## src/rtl/alu_issue_ctrl.sv

```systemverilog
// Execute-stage issue controller: accepts one decoded op, holds the ALU operands
// until done, then presents result/flags to writeback and accumulates FP flags.
module alu_issue_ctrl #(
    parameter int TIMEOUT_CYCLES = 64,
    parameter int TAG_W          = 5
) (
    input  logic             clk,
    input  logic             rst,
    input  logic             in_valid,
    output logic             in_ready,
    input  logic             in_float,
    input  logic [31:0]      in_data1,
    input  logic [31:0]      in_data2,
    input  logic [31:0]      in_data3,
    input  logic [4:0]       in_alusel,
    input  logic [2:0]       in_rm,
    input  logic [TAG_W-1:0] in_tag,
    input  logic [2:0]       frm_csr,
    input  logic             flush,
    output logic             alu_float_inst,
    output logic [31:0]      alu_data1,
    output logic [31:0]      alu_data2,
    output logic [31:0]      alu_data3,
    output logic [4:0]       alu_sel,
    output logic [2:0]       alu_rm,
    input  logic [31:0]      alu_result,
    input  logic [4:0]       alu_flags,
    input  logic             alu_done,
    output logic             out_valid,
    input  logic             out_ready,
    output logic [31:0]      out_result,
    output logic [TAG_W-1:0] out_tag,
    output logic [4:0]       out_flags,
    output logic             out_illegal,
    output logic             out_timeout,
    output logic [4:0]       fflags_acc,
    input  logic             fflags_clr,
    output logic             busy,
    output logic [1:0]       state_dbg
);

    // Handshakes: a transfer happens on a rising clk edge where valid && ready.
    // The source holds valid and payload stable until that edge; ready never
    // waits on valid. A flush in RESP withdraws out_valid with no transfer.

    localparam int CNT_W = $clog2(TIMEOUT_CYCLES + 1);
    localparam logic [CNT_W-1:0] CNT_LAST = CNT_W'(TIMEOUT_CYCLES - 1);

    typedef enum logic [1:0] {IDLE, EXEC, DRAIN, RESP} state_t;

    state_t             state, state_nx;
    logic               float_q, illegal_q, timeout_q;
    logic [31:0]        d1_q, d2_q, d3_q, result_q;
    logic [4:0]         sel_q, flags_q, acc_q;
    logic [2:0]         rm_q, rm_res;
    logic [TAG_W-1:0]   tag_q;
    logic [CNT_W-1:0]   cnt_q;
    logic               rm_bad, drive, hs;

    always_ff @(posedge clk or negedge rst) begin
        if (!rst) state <= IDLE;
        else      state <= state_nx;
    end

    always_comb begin
        state_nx = state;
        in_ready = 1'b0;
        out_valid = 1'b0;
        drive = 1'b0;
        rm_res = (in_rm == 3'b111) ? frm_csr : in_rm;
        rm_bad = in_float && (rm_res >= 3'd5);
        case (state)
            IDLE: begin
                in_ready = 1'b1;
                if (in_valid) state_nx = rm_bad ? RESP : EXEC;
            end
            EXEC: begin
                drive = 1'b1;
                if (alu_done)              state_nx = RESP;
                else if (flush)            state_nx = DRAIN;
                else if (cnt_q == CNT_LAST) state_nx = RESP;
            end
            DRAIN: begin
                drive = 1'b1;
                if (alu_done) state_nx = IDLE;
            end
            RESP: begin
                out_valid = 1'b1;
                if (flush || out_ready) state_nx = IDLE;
            end
            default: state_nx = IDLE;
        endcase
        hs = out_valid && out_ready && !flush;
    end

    always_ff @(posedge clk or negedge rst) begin
        if (!rst) begin
            float_q   <= 1'b0;
            d1_q      <= '0;
            d2_q      <= '0;
            d3_q      <= '0;
            sel_q     <= '0;
            rm_q      <= '0;
            tag_q     <= '0;
            result_q  <= '0;
            flags_q   <= '0;
            illegal_q <= 1'b0;
            timeout_q <= 1'b0;
            cnt_q     <= '0;
        end else begin
            case (state)
                IDLE: if (in_valid) begin
                    float_q   <= in_float;
                    d1_q      <= in_data1;
                    d2_q      <= in_data2;
                    d3_q      <= in_data3;
                    sel_q     <= in_alusel;
                    rm_q      <= rm_res;
                    tag_q     <= in_tag;
                    illegal_q <= rm_bad;
                    timeout_q <= 1'b0;
                    result_q  <= '0;
                    flags_q   <= '0;
                    cnt_q     <= '0;
                end
                EXEC: begin
                    cnt_q <= cnt_q + CNT_W'(1);
                    if (alu_done) begin
                        result_q <= alu_result;
                        flags_q  <= float_q ? alu_flags : 5'b0;
                    end else if (!flush && cnt_q == CNT_LAST) begin
                        result_q  <= '0;
                        flags_q   <= '0;
                        timeout_q <= 1'b1;
                    end
                end
                default: ;
            endcase
        end
    end

    // A clear in the same cycle as an accumulate leaves exactly the new flags.
    always_ff @(posedge clk or negedge rst) begin
        if (!rst)                 acc_q <= '0;
        else if (fflags_clr)      acc_q <= (hs && float_q) ? flags_q : 5'b0;
        else if (hs && float_q)   acc_q <= acc_q | flags_q;
    end

    assign alu_float_inst = drive ? float_q : 1'b0;
    assign alu_data1      = drive ? d1_q : 32'b0;
    assign alu_data2      = drive ? d2_q : 32'b0;
    assign alu_data3      = drive ? d3_q : 32'b0;
    assign alu_sel        = drive ? sel_q : 5'b0;
    assign alu_rm         = drive ? rm_q : 3'b0;

    assign out_result  = result_q;
    assign out_tag     = tag_q;
    assign out_flags   = flags_q;
    assign out_illegal = illegal_q;
    assign out_timeout = timeout_q;
    assign fflags_acc  = acc_q;
    assign busy        = (state != IDLE);
    assign state_dbg   = state;

endmodule

```

## config.mk

```make
export PLATFORM = sky130hd
export DESIGN_NAME = alu_issue_ctrl
export DESIGN_NICKNAME = d
export VERILOG_FILES = /design/src/rtl/alu_issue_ctrl.sv
export SDC_FILE = /design/constraint.sdc
export NUM_CORES = 1
export LEC_CHECK = 0
export CAP_MARGIN = 40
export CELL_PAD_IN_SITES_DETAIL_PLACEMENT = 0
export CELL_PAD_IN_SITES_GLOBAL_PLACEMENT = 1
export CORE_UTILIZATION = 35
export CTS_CLUSTER_DIAMETER = 60
export DETAILED_ROUTE_END_ITERATION = 10
export PLACE_DENSITY = 0.94
export RECOVER_POWER = 100
export SYNTH_ARGS = -nofsm -noshare
export SYNTH_HDL_FRONTEND = slang
export SYNTH_SLANG_ARGS = --single-unit
```

## constraint.sdc

```tcl
create_clock -name clk -period 3.89 [get_ports clk]
set_input_delay 0.778 -clock clk [delete_from_list [all_inputs] [get_ports clk]]
set_output_delay 0.778 -clock clk [all_outputs]
set_load 0.01 [all_outputs]
```

==> impl_metrics.env <==
export IMPL_path_delay_family="buffers and inverters"
export IMPL_crit_buf_inv=3
export IMPL_cts_resized=0
export IMPL_antenna_found_initial=0
export IMPL_dieArea_sq_mm=0.0206
export IMPL_cap_violations=3
export IMPL_synth_ff_type="dfrtp_1"
export IMPL_wl_met2_mm=9.13
export IMPL_clock_fmax_mhz=283
export IMPL_syn_inst=531
export IMPL_yosys_warnings=0
export IMPL_post_cts_buffers=0
export IMPL_synthTopCellsByCount="dfrtp_1 (163), mux2_2 (109), and2_1 (105), a22o_2 (26), nand2_1 (23)"
export IMPL_die_width_um=144
export IMPL_cp_slowest_cell="ha_2"
export IMPL_coreArea_sq_mm=0.0196
export IMPL_routed_wire_length_per_instance_um=17.0
export IMPL_critPathMaxStageDelay_ps=740
export IMPL_period_share_pct=90.7
export IMPL_synth_top_cell_area_share_pct=58.0
export IMPL_irDropWorstVdd_uv=469
export IMPL_synth_edf_count=0
export IMPL_syn_area_sq_mm=0.00703
export IMPL_drt_iter0_drc=239
export IMPL_status="finished, violations left"
export IMPL_critPathCaptureType="output pin"
export IMPL_nets=1004
export IMPL_period_minus_slack_ps=3530
export IMPL_crit_path_cell_trace="inv_1 -> ha_2 -> buf_4 -> and2_1 -> dlygate4sd3_1"
export IMPL_r2r_end="d2_q[2]"
export IMPL_rsz0062_at_grt="false"
export IMPL_dp_hpwl_mm=13.7
export IMPL_route_met3_wl_mm=1.95
export IMPL_syn_nets=693
export IMPL_cts_hold_buf=0
export IMPL_clock_sinks=163
export IMPL_insertion_delay_ps=420
export IMPL_finalSetupTns_ps=0
export IMPL_antenna_cells=0
export IMPL_cts_made_buffers=17
export IMPL_rr_startpoint="state_dbg[0]"
export IMPL_avgSynthCellArea_sq_um=13.2
export IMPL_routed_top_layer="met4"
export IMPL_design_area_sq_mm=0.0110
export IMPL_yosysMostFrequentCell="dfrtp_1"
export IMPL_rows=51
export IMPL_grtUsageTotal_pct=18.3
export IMPL_placed_cell_area_sq_mm=0.0105
export IMPL_grt_ovfl_total=0
export IMPL_fin_worst_skew_ps=12.5
export IMPL_crit_arrival_ps=2750
export IMPL_die_h_um=144
export IMPL_ys_ff_latch=163
export IMPL_leakage_uw=0.00490
export IMPL_yosys_top_cells_area="dfrtp_1 (58%), mux2_2 (17%), and2_1 (9.3%), a22o_2 (3.7%), nand2_1 (1.2%)"
export IMPL_wl_met1_mm=7.72
export IMPL_synthArstFlopShare_pct=100
export IMPL_gp_congestion=0.740
export IMPL_hold_path_class="reg2reg"
export IMPL_dr_total_vias=5273
export IMPL_cp_max_fo=38
export IMPL_startpoint="state_dbg[1]"
export IMPL_endpoint="alu_data2[24]"
export IMPL_clk_path_buf_depth=2
export IMPL_setup_violations=0
export IMPL_timing_worst_setup_path_type="reg2out"
export IMPL_ys_seq_area_share_pct=58.0
export IMPL_wl_mm=19.1
export IMPL_drtPass1Iterations=4
export IMPL_drc=0
export IMPL_htreeDepth=4
export IMPL_root_buffer="clkbuf_16"
export IMPL_port_buffers=315
export IMPL_drv_slew=139
export IMPL_worst_slew_pin_slew_ps=2690
export IMPL_r2r_setup_slack_ps=580
export IMPL_area_growth_pct=56.6
export IMPL_slew_headroom_pct=-79.7
export IMPL_synth_distinct_cells=37
export IMPL_cp_num_cells=5
export IMPL_cellPowerDensity_mw_per_mm2=848
export IMPL_cts_tree="done"
export IMPL_grt_first_pass_wirelength_mm=28.5
export IMPL_grt_max_degree=79
export IMPL_path_clk_slew_ps=60
export IMPL_drtAntennaViolNets=0
export IMPL_violations="max-capacitance violations, max-slew violations"
export IMPL_routed_via_density=4.71
export IMPL_required_ps=3110
export IMPL_worstRegToRegCells=5
export IMPL_start_kind="flop"
export IMPL_drive_gt1_share_pct=20.8
export IMPL_grt_pass1_vias=5277
export IMPL_hold_viol_final=0
export IMPL_floorplan_initialDensity_pct=35.9
export IMPL_io_pins=316
export IMPL_synth_top_area_cell="dfrtp_1"
layout make-up:
cell class                 instances  area, sq um
fill                            1686         8590
clock inverter                    12          120
clock buffer                      20          447
sequential                       163         4080
timing repair buffer             323         3240
inverter                           9         33.8
multi-input combinational        328         2750
tap                              265          332
sequential cells by signal, summed over array words and instances, names as in the netlist, 5 cells and up:
signal and flops:
out_tag 5, d1_q 32, out_flags 5, fflags_acc 5, d3_q 32, sel_q 5
out_result 32, d2_q 32, cnt_q 7
worst register-to-register path: stages, from the launching register on:
cell and delay (ps):
dfrtp_1 400, inv_1 100, ha_2 260, nand2_1 1310, clkbuf_2 700, mux2_2 410
power by group:
group          switching (uW)  internal [uW]
clock network             714            910
logic                    2030           2730
registers                 441           2500
total                    3180           6140
per-stage QoR:
step | worst slack [ps] | hold slack (ps) | total power (uW) | std cells | utilization, %
floorplan | 1640 | 442 | 5410 | 531 | -
global placement | 837 | 458 | 8100 | 1088 | 53.4
detailed placement | 798 | 468 | 8180 | 1088 | 53.4
CTS | 322 | 340 | 9870 | 1120 | 56.3
global route | 151 | 503 | 9930 | 1120 | 56.2
finish | 362 | 476 | 9330 | 1120 | 56.2
how the worst min path moves through the flow:
stage | from | endpoint | slack (ps) | cells past startpoint
after floorplan | rm_q[0] | rm_q[0] | 440 | 2
after global placement | rm_q[2] | rm_q[2] | 460 | 2
after detailed placement | rm_q[0] | rm_q[0] | 470 | 2
after CTS | rst | d3_q[25] | 340 | 1
after global routing | out_result[17] | out_result[17] | 500 | 1
final | rm_q[0] | rm_q[0] | 480 | 2
cells in the final DEF (no fill, tap or decap), types with 3 or more instances in the layout:
master           synthesis  layout
clkinvlp_4               0       5
o21ai_0                 12      13
a22o_1                   8       8
inv_1                    9       9
and2_0                   0       9
and2_1                 105      96
a22o_2                  26      26
mux2_2                 109     109
inv_6                    0       5
dlygate4sd3_1            0     148
dfrtp_1                163     163
clkbuf_1                13       3
buf_4                    0       3
ha_1                     5       4
nand2_1                 23      23
a32o_1                   6       6
nor2_1                   7       7
buf_12                   0       3
clkdlybuf4s50_1          0     166
clkbuf_16                0      17
routing by layer:
layer / track usage [%] / vias up
li1: - / 2457
met2: 30.6 / 238
met4: 5.60 / 0
met5: 0 / -
met1: 21.3 / 2561
met3: 7.53 / 17
cell families (layout without fill, tap and decap cells):
group                      count (synthesis)  after routing  synth area share [%]
DFF                                      163            163                  58.0
and+or+nand+nor                          149            149                  12.8
muxes                                    111            111                  17.8
AOI/OAI and AO/OA                         61             61                  7.37
buffers and inverters                     40            364                  2.81
adders and majority gates                  5              5                 0.890
xor gates and xnor gates                   2              2                 0.249
Power figures use the tool's default switching activity.
